**config.mk**
```make
export PLATFORM = sky130hd
export DESIGN_NAME = hazard_ctrl_flat
export DESIGN_NICKNAME = d
export VERILOG_FILES = /design/src/rtl/hazard_ctrl_if.sv /design/src/rtl/hazard_ctrl.sv /design/src/flat_wrapper.sv
export SDC_FILE = /design/constraint.sdc
export NUM_CORES = 1
export LEC_CHECK = 0
export ABC_CLOCK_PERIOD_IN_PS = 2550
export BUFFER_PORTS_ARGS = -buffer_cell sky130_fd_sc_hd__buf_2
export CAP_MARGIN = 0
export CORE_MARGIN = 3
export CORE_UTILIZATION = 50
export DETAILED_ROUTE_END_ITERATION = 8
export PLACE_DENSITY = 0.8
export SLEW_MARGIN = 20
export SYNTH_ARGS = -nofsm -noshare
export SYNTH_HDL_FRONTEND = slang
export SYNTH_SLANG_ARGS = --single-unit
```
**constraint.sdc**
```tcl
create_clock -name clk -period 2.55 [get_ports clk]
set_clock_uncertainty 0.1 [all_clocks]
set_input_delay 0.51 -clock clk [delete_from_list [all_inputs] [get_ports clk]]
set_output_delay 0.51 -clock clk [all_outputs]
set_load 0.03 [all_outputs]
```
**src/rtl/hazard_ctrl_if.sv**
```systemverilog
// Pipeline-side bundle for the hazard unit: stage register indices and control in,
// stall/flush/forward controls, error flag and performance counters out.
interface hazard_ctrl_if #(
  parameter int CNT_W = 16
);
  logic [4:0]       Rs1D;
  logic [4:0]       Rs2D;
  logic [4:0]       Rs1E;
  logic [4:0]       Rs2E;
  logic [4:0]       RdE;
  logic [4:0]       RdM;
  logic [4:0]       RdW;
  logic             ResultSrcE0;
  logic             RegWriteM;
  logic             RegWriteW;
  logic             PCSrcE;
  logic             MemReqM;
  logic             MemReadyM;
  logic             StallF;
  logic             StallD;
  logic             FlushD;
  logic             FlushE;
  logic             StallE;
  logic             StallM;
  logic             StallW;
  logic [1:0]       ForwardAE;
  logic [1:0]       ForwardBE;
  logic             MemErr;
  logic [CNT_W-1:0] StallCount;
  logic [CNT_W-1:0] FlushCount;
  logic [1:0]       state_dbg;

  modport master (
    output Rs1D, Rs2D, Rs1E, Rs2E, RdE, RdM, RdW,
    output ResultSrcE0, RegWriteM, RegWriteW, PCSrcE, MemReqM, MemReadyM,
    input  StallF, StallD, FlushD, FlushE, StallE, StallM, StallW,
    input  ForwardAE, ForwardBE, MemErr, StallCount, FlushCount, state_dbg
  );

  modport slave (
    input  Rs1D, Rs2D, Rs1E, Rs2E, RdE, RdM, RdW,
    input  ResultSrcE0, RegWriteM, RegWriteW, PCSrcE, MemReqM, MemReadyM,
    output StallF, StallD, FlushD, FlushE, StallE, StallM, StallW,
    output ForwardAE, ForwardBE, MemErr, StallCount, FlushCount, state_dbg
  );
endinterface

```
**src/rtl/hazard_ctrl.sv**
```systemverilog
// Hazard unit for the 5-stage RV32I core: forwarding, load-use stall, branch flush,
// data-memory wait freeze with sticky timeout error, and saturating stall/flush counters.
module hazard_ctrl #(
  parameter int CNT_W       = 16,
  parameter int MEM_TIMEOUT = 64
) (
  input  logic           clk,
  input  logic           rst,
  hazard_ctrl_if.slave   hz
);

  localparam int WC_W = $clog2(MEM_TIMEOUT + 1);
  localparam logic [WC_W-1:0] TIMEOUT_V = WC_W'(MEM_TIMEOUT);

  typedef enum logic [1:0] {
    RUN      = 2'd0,
    MEM_WAIT = 2'd1,
    MEM_ERR  = 2'd2
  } state_t;

  state_t           state, state_nx;
  logic [WC_W-1:0]  wait_cnt, wait_cnt_nx;
  logic             mem_err;
  logic             freeze;
  logic             lw_stall;
  logic [CNT_W-1:0] stall_cnt;
  logic [CNT_W-1:0] flush_cnt;

  // M-stage result is newer than W-stage, so it wins; x0 is never forwarded.
  function automatic logic [1:0] fwd_sel(input logic [4:0] rs,
                                         input logic       wr_m, input logic [4:0] rd_m,
                                         input logic       wr_w, input logic [4:0] rd_w);
    logic [1:0] sel;
    sel = 2'b00;
    if (wr_m && (rd_m != 5'd0) && (rd_m == rs))
      sel = 2'b10;
    else if (wr_w && (rd_w != 5'd0) && (rd_w == rs))
      sel = 2'b01;
    return sel;
  endfunction

  assign hz.ForwardAE = fwd_sel(hz.Rs1E, hz.RegWriteM, hz.RdM, hz.RegWriteW, hz.RdW);
  assign hz.ForwardBE = fwd_sel(hz.Rs2E, hz.RegWriteM, hz.RdM, hz.RegWriteW, hz.RdW);

  assign lw_stall = hz.ResultSrcE0 && (hz.RdE != 5'd0) &&
                    ((hz.RdE == hz.Rs1D) || (hz.RdE == hz.Rs2D));

  // Memory handshake: MemReqM marks an access in flight; it completes in the cycle
  // MemReadyM is high. Once waiting, only MemReadyM releases the wait, even if the
  // request drops.
  always_comb begin
    state_nx    = state;
    wait_cnt_nx = wait_cnt;
    freeze      = 1'b0;
    case (state)
      RUN: begin
        freeze = hz.MemReqM && !hz.MemReadyM;
        if (freeze) begin
          state_nx    = MEM_WAIT;
          wait_cnt_nx = WC_W'(1);
        end
      end
      MEM_WAIT: begin
        if (hz.MemReadyM) begin
          state_nx    = RUN;
          wait_cnt_nx = '0;
        end else begin
          freeze = 1'b1;
          if (wait_cnt == TIMEOUT_V)
            state_nx = MEM_ERR;
          else
            wait_cnt_nx = wait_cnt + WC_W'(1);
        end
      end
      MEM_ERR: begin
        freeze = 1'b1;
      end
      default: begin
        state_nx    = RUN;
        wait_cnt_nx = '0;
      end
    endcase
  end

  always_ff @(posedge clk or posedge rst) begin
    if (rst) begin
      state    <= RUN;
      wait_cnt <= '0;
      mem_err  <= 1'b0;
    end else begin
      state    <= state_nx;
      wait_cnt <= wait_cnt_nx;
      if (state_nx == MEM_ERR)
        mem_err <= 1'b1;
    end
  end

  // A freeze holds EX, so a branch seen during it is flushed once the freeze lifts.
  assign hz.StallF = lw_stall | freeze;
  assign hz.StallD = lw_stall | freeze;
  assign hz.StallE = freeze;
  assign hz.StallM = freeze;
  assign hz.StallW = freeze;
  assign hz.FlushD = hz.PCSrcE & !freeze;
  assign hz.FlushE = (lw_stall | hz.PCSrcE) & !freeze;

  always_ff @(posedge clk or posedge rst) begin
    if (rst) begin
      stall_cnt <= '0;
      flush_cnt <= '0;
    end else begin
      if (hz.StallF && (stall_cnt != {CNT_W{1'b1}}))
        stall_cnt <= stall_cnt + CNT_W'(1);
      if (hz.FlushE && (flush_cnt != {CNT_W{1'b1}}))
        flush_cnt <= flush_cnt + CNT_W'(1);
    end
  end

  assign hz.MemErr     = mem_err;
  assign hz.StallCount = stall_cnt;
  assign hz.FlushCount = flush_cnt;
  assign hz.state_dbg  = state;

endmodule
```
**src/flat_wrapper.sv**
```systemverilog
// flat-port wrapper written by rule: the top's interface ports become plain ports
module hazard_ctrl_flat 
#(
  parameter int CNT_W       = 16,
  parameter int MEM_TIMEOUT = 64
)
  (clk, rst, hz_Rs1D, hz_Rs2D, hz_Rs1E, hz_Rs2E, hz_RdE, hz_RdM, hz_RdW, hz_ResultSrcE0, hz_RegWriteM, hz_RegWriteW, hz_PCSrcE, hz_MemReqM, hz_MemReadyM, hz_StallF, hz_StallD, hz_FlushD, hz_FlushE, hz_StallE, hz_StallM, hz_StallW, hz_ForwardAE, hz_ForwardBE, hz_MemErr, hz_StallCount, hz_FlushCount, hz_state_dbg);
  hazard_ctrl_if #(.CNT_W(CNT_W)) hz_i ();
  input  logic clk;
  input  logic rst;
  input wire logic [$bits(hz_i.Rs1D)-1:0] hz_Rs1D;
  input wire logic [$bits(hz_i.Rs2D)-1:0] hz_Rs2D;
  input wire logic [$bits(hz_i.Rs1E)-1:0] hz_Rs1E;
  input wire logic [$bits(hz_i.Rs2E)-1:0] hz_Rs2E;
  input wire logic [$bits(hz_i.RdE)-1:0] hz_RdE;
  input wire logic [$bits(hz_i.RdM)-1:0] hz_RdM;
  input wire logic [$bits(hz_i.RdW)-1:0] hz_RdW;
  input wire logic [$bits(hz_i.ResultSrcE0)-1:0] hz_ResultSrcE0;
  input wire logic [$bits(hz_i.RegWriteM)-1:0] hz_RegWriteM;
  input wire logic [$bits(hz_i.RegWriteW)-1:0] hz_RegWriteW;
  input wire logic [$bits(hz_i.PCSrcE)-1:0] hz_PCSrcE;
  input wire logic [$bits(hz_i.MemReqM)-1:0] hz_MemReqM;
  input wire logic [$bits(hz_i.MemReadyM)-1:0] hz_MemReadyM;
  output wire logic [$bits(hz_i.StallF)-1:0] hz_StallF;
  output wire logic [$bits(hz_i.StallD)-1:0] hz_StallD;
  output wire logic [$bits(hz_i.FlushD)-1:0] hz_FlushD;
  output wire logic [$bits(hz_i.FlushE)-1:0] hz_FlushE;
  output wire logic [$bits(hz_i.StallE)-1:0] hz_StallE;
  output wire logic [$bits(hz_i.StallM)-1:0] hz_StallM;
  output wire logic [$bits(hz_i.StallW)-1:0] hz_StallW;
  output wire logic [$bits(hz_i.ForwardAE)-1:0] hz_ForwardAE;
  output wire logic [$bits(hz_i.ForwardBE)-1:0] hz_ForwardBE;
  output wire logic [$bits(hz_i.MemErr)-1:0] hz_MemErr;
  output wire logic [$bits(hz_i.StallCount)-1:0] hz_StallCount;
  output wire logic [$bits(hz_i.FlushCount)-1:0] hz_FlushCount;
  output wire logic [$bits(hz_i.state_dbg)-1:0] hz_state_dbg;
  assign hz_i.Rs1D = hz_Rs1D;
  assign hz_i.Rs2D = hz_Rs2D;
  assign hz_i.Rs1E = hz_Rs1E;
  assign hz_i.Rs2E = hz_Rs2E;
  assign hz_i.RdE = hz_RdE;
  assign hz_i.RdM = hz_RdM;
  assign hz_i.RdW = hz_RdW;
  assign hz_i.ResultSrcE0 = hz_ResultSrcE0;
  assign hz_i.RegWriteM = hz_RegWriteM;
  assign hz_i.RegWriteW = hz_RegWriteW;
  assign hz_i.PCSrcE = hz_PCSrcE;
  assign hz_i.MemReqM = hz_MemReqM;
  assign hz_i.MemReadyM = hz_MemReadyM;
  assign hz_StallF = hz_i.StallF;
  assign hz_StallD = hz_i.StallD;
  assign hz_FlushD = hz_i.FlushD;
  assign hz_FlushE = hz_i.FlushE;
  assign hz_StallE = hz_i.StallE;
  assign hz_StallM = hz_i.StallM;
  assign hz_StallW = hz_i.StallW;
  assign hz_ForwardAE = hz_i.ForwardAE;
  assign hz_ForwardBE = hz_i.ForwardBE;
  assign hz_MemErr = hz_i.MemErr;
  assign hz_StallCount = hz_i.StallCount;
  assign hz_FlushCount = hz_i.FlushCount;
  assign hz_state_dbg = hz_i.state_dbg;
  hazard_ctrl #(.CNT_W(CNT_W), .MEM_TIMEOUT(MEM_TIMEOUT)) u_core (.clk(clk), .rst(rst), .hz(hz_i));
endmodule
```
==> Word-level counts from Yosys, hierarchy flattened <==
Index checks and enable logic that the tools add are counted.
{ "op_classes": {"n_reduce_logical": 19, "muxes": 14, "add_sub_neg": 3, "n_bitwise": 5, "n_eq_ne": 14} }
{ "op_table": {"columns": ["op", "n"], "rows": [
  ["$add 16x1->16 const B", 2],
  ["$ne 16x16->1 const B", 2],
  ["$eq 5x5->1", 6],
  ["$mux 7", 3],
  ["$pmux 7 s3", 1],
  ["$reduce_bool 5->1", 3],
  ["$logic_and 1x1->1", 11],
  ["$mux 2", 5],
  ["$add 7x1->7 const B", 1],
  ["$eq 7x7->1 const B", 1],
  ["$pmux 2 s3", 1],
  ["$eq 2x2->1 const B", 2],
  ["$mux 1", 3],
  ["$ne 3x3->1 const B", 1],
  ["$pmux 1 s3", 1],
  ["$reduce_and 3->1", 1],
  ["$and 1x1->1", 2],
  ["$eq 2x1->1 const B", 1],
  ["$logic_not 1->1", 2],
  ["$logic_not 2->1", 1],
  ["$ne 2x1->1 const B", 1],
  ["$or 1x1->1", 2],
  ["$logic_or 1x1->1", 1],
  ["$not 1->1", 1]
]} }
{ "totals": {"regBits": 42, "inputBits": 43, "elab_cells": 60} }

==> Depth between registers and ports, before layout <==
{ "depth": {"word_depth": 6, "mapped_depth": 8} }

==> Least setup slack after synthesis <==
OpenSTA, ideal clock, no wires.
{ "synth_timing": {"path_type": "input to output", "start": "input port hz_RdM[1]", "end": "output port hz_ForwardAE[0]", "required_ns": 1.940, "t_arrival_ns": 2.447, "n_path_buf": 0, "slack_ns": -0.507, "stages": 4, "path_cell_list": "or4_1 o21ai_0 nor4_1 nor4_1"} }
{ "synth_between": {"elab_chain_len": 4} }
{ "synth_rtl": {"columns": ["element", "line", "rtl"], "rows": [
  ["start, declared", "flat_wrapper.sv:16", "input wire logic [$bits(hz_i.RdM)-1:0] hz_RdM;"],
  ["$reduce_bool 5->1", "hazard_ctrl.sv:35", "if (wr_m && (rd_m != 5'd0) && (rd_m == rs))"],
  ["$logic_and 1x1->1", "hazard_ctrl.sv:35", null],
  ["$logic_and 1x1->1 (*)", "hazard_ctrl.sv:35", null],
  ["$mux 2 (*)", "hazard_ctrl.sv:35", null],
  ["end, declared", "flat_wrapper.sv:31", "output wire logic [$bits(hz_i.ForwardAE)-1:0] hz_ForwardAE;"]
]} }
Every way passes the cells marked *; elsewhere a longest branch is shown, timed or not.

==> Worst setup path in the final report <==
Ends and elaborated chain as after synthesis.

==> out/metrics.yaml <==
pwr:
  combPwrFrac: 0.339
  p_leak_nw: 1.526
  intPower_mw: 1.347
  seqPwrFrac: 0.415
  p_per_area_nw_per_um2: 670.5
  sw_frac_of_total: 0.3784
  peakVddDrop_mv: 0.4847
  p_sw_mw: 0.8200
  clkPwrFrac: 0.246
final_layout:
  antenna-diode-count: 0
  final-instance-count-excl-fill: 418
  drive_gt1_frac: 0.3561
  final_common_cell: "buf_2"
  nets: 398
  syn_to_final_growth_pct: 28.89
  most-common-layout-cells: "buf_2 (86), dfrtp_1 (42), xor2_1 (31)"
worst_setup_path:
  critPathCaptureType: "primary output"
  rr_worst_depth: 5
  worstSetupStartpoint: "hz_RdM[1]"
  r2r_end: "u_core.hz.FlushCount[1]$_DFFE_PP0P_"
  critPathLaunchType: "input pin"
  r2r_start: "u_core.hz.state_dbg[0]$_DFF_PP0_"
  cp_max_fo: 2
  cp_slowest_cell: "or4_1"
  crit_chain: "buf_2, or4_1, o21ai_2, nor4_2, nor4_4, buf_4"
  cp_top_family: "simple AND/OR/NAND/NOR gates"
  arrival_ps: 1890
  rrSetupSlack_ps: 400
  cp_num_buf_inv: 2
  slowest_delay_ps: 550
  worst-setup-path-type: "in2out"
  crit_path_end: "hz_ForwardAE[0]"
  critical_path_cell_count: 6
  cp_data_required_time_ps: 1940
floorplan:
  design.die.area_um2: 5901
  die_h_um: 76.82
  coreArea_um2: 4786
  initial_core_util: 0.5239
  rows: 25
  die_w_um: 76.82
  io_pins: 89
clock_tree:
  cts_buffer_depth: 2
  cts_made_buffers: 5
  path_clk_slew_ps: 70
  clock_latency_ps: 290
  clkSinkCount: 42
  cts_hold_buf: 0
  cts_root_buffer: "clkbuf_8"
  cts_htree_levels: 2
  cts_tree: "done"
global_routing:
  track_usage: 0.2076
  grt_pass1_vias: 2204
  grt-ovfl-total: 0
  antenna_found_initial: 0
  grt_max_degree: 43
  grt_pass1_wl_um: 9998
place:
  dp.cells: 411
  io_buffers: 88
  gp_congestion: 0.8154
  dp_hpwl_um: 4560
yosys:
  syn-cell-area_um2: 2507
  synthTopCellsByArea: "dfrtp_1 (42%), xor2_1 (11%), xnor2_1 (9.1%), nand2_1 (3.1%), and3_1 (3.0%)"
  synth_top_family_by_area: "simple AND/OR/NAND/NOR gates"
  syn_area_per_cell_um2: 9.950
  yosys_warnings: 0
  synthMuxAreaShare: 0.02246
  yosysTopAreaCell: "dfrtp_1"
  synth_compound_area_frac: 0.08383
  ys.flop_type: "dfrtp_1"
  yosysTopAreaCellShare: 0.4192
  synth-xor-area-share: 0.1991
  syn-num-nets: 299
  synth-simple-area-share: 0.2250
  synth-adder-area-share: 0.01996
  synth-seq-cells: 42
  postSynth.asyncResetShare: 1.000
  synth-seq-area-share: 0.4192
  synth_edf_count: 0
  synth.distinct_cells: 41
  syn_inst: 252
sta:
  worst_pin_slew_ps: 622.2
  relSlewSlack: 0.5832
  period_share: 0.9787
  timing.fmax_ghz: 0.4007
  maxSlewViolCount: 0
  setup_tns_ps: 0
  final-hold-violation-count: 0
  min_period_ps: 2496
  setup_viol: 0
route:
  avgRoutedWirePerCell_um: 14.02
  dr.first_iter.drc_count: 75
  firstDrtPassIters: 4
  vias: 2244
  drt_wl_total_um: 5859
  drt-vias-per-instance: 5.368
  drcViolationCount: 0
  ant_nets: 0
hold_path:
  hp-class: "in2async"
run_status:
  outcome: "complete, no violations"
flow_run:
  cap_violations: 0
## power by group through the flow
stage	Clock (mW)	Combinational, mW	Sequential, mW
4_1_cts	0.546	0.740	0.900
2_1_floorplan	0	0.303	1.09
3_3_place_gp	0	0.716	0.908
3_5_place_dp	0	0.737	0.912
6_report	0.532	0.735	0.900
5_1_grt	0.574	0.795	0.924
## worst min-delay path, cell delays in order
cell and delay, ps:
buf_2 90, inv_1 40, buf_4 430
## through the flow
step	power, mW	hold WS [ps]	instance area, µm²	setup slack (ps)	utilization
2_1_floorplan	1.394	374.4	2550	-60.86	-
3_3_place_gp	1.624	357.1	3107	-42.31	0.6492
3_5_place_dp	1.649	358.9	3107	-60.94	0.6492
4_1_cts	2.187	249.3	3219	11.56	0.6727
5_1_grt	2.293	297.7	3232	-9.780	0.6753
6_report	2.167	237.1	3232	54.34	0.6753
## synthesized netlist by cell type, drive strengths merged (6+ instances only)
cell   count
nor2      10
and3      12
nor4       7
nand3     15
buf        6
nand4     12
o21ai     14
dfrtp     42
and2       6
nand2     21
nor3       6
xor2      31
xnor2     26
## sequential cells by signal, indices dropped and copies added (netlist names)
name / flops
u_core.hz.StallCount: 16
u_core.hz.state_dbg: 2
u_core.wait_cnt: 7
u_core.hz.FlushCount: 16
u_core.hz.MemErr: 1
## per-layer routing
layer | vias up | global-route usage | share of wire | wire (µm)
met4 | 0 | 0.07428 | 0.012 | 70
met3 | 6 | 0.05399 | 0.073 | 426
met2 | 88 | 0.3467 | 0.48 | 2812
met1 | 1059 | 0.2587 | 0.44 | 2550
met5 | - | 0 | 0 | 0
li1 | 1091 | - | - | -
## cells by family after synthesis
| family | after synthesis |
|---|---|
| simple gates | 102 |
| xor+xnor | 57 |
| flops | 42 |
| compound gates | 29 |
| buf+inv | 13 |
| mux | 5 |
| fa+ha+maj | 4 |
## worst min path at each step
stage,from,end,slack [ps],depth (start not counted)
final,rst,u_core.hz.StallCount[13]$_DFFE_PP0P_,240,3
after detailed placement,u_core.hz.MemErr$_DFFE_PP0N_,u_core.hz.MemErr$_DFFE_PP0N_,360,1
after global routing,rst,u_core.hz.StallCount[13]$_DFFE_PP0P_,300,3
after floorplan,u_core.wait_cnt[5]$_DFFE_PP0P_,u_core.wait_cnt[5]$_DFFE_PP0P_,370,1
after global placement,u_core.hz.MemErr$_DFFE_PP0N_,u_core.hz.MemErr$_DFFE_PP0N_,360,1
after CTS,rst,u_core.hz.StallCount[11]$_DFFE_PP0P_,250,3
## layout make-up
cell class	instances	area (µm²)
clock buffers	6	82.58
flip-flops and latches	42	1051
fillers	402	1554
clock inverters	1	30.03
well taps	67	83.83
repair buffers	100	535.5
multi-input cells	197	1430
inverters	5	18.77
## repair_timing
action	CTS	global route
setup buffers	0	0
setup endpoints to repair	2	2
endpoints found under the hold margin	0	0
resized for setup	1	6
Note: power is estimated with default switching activity, not from simulation.
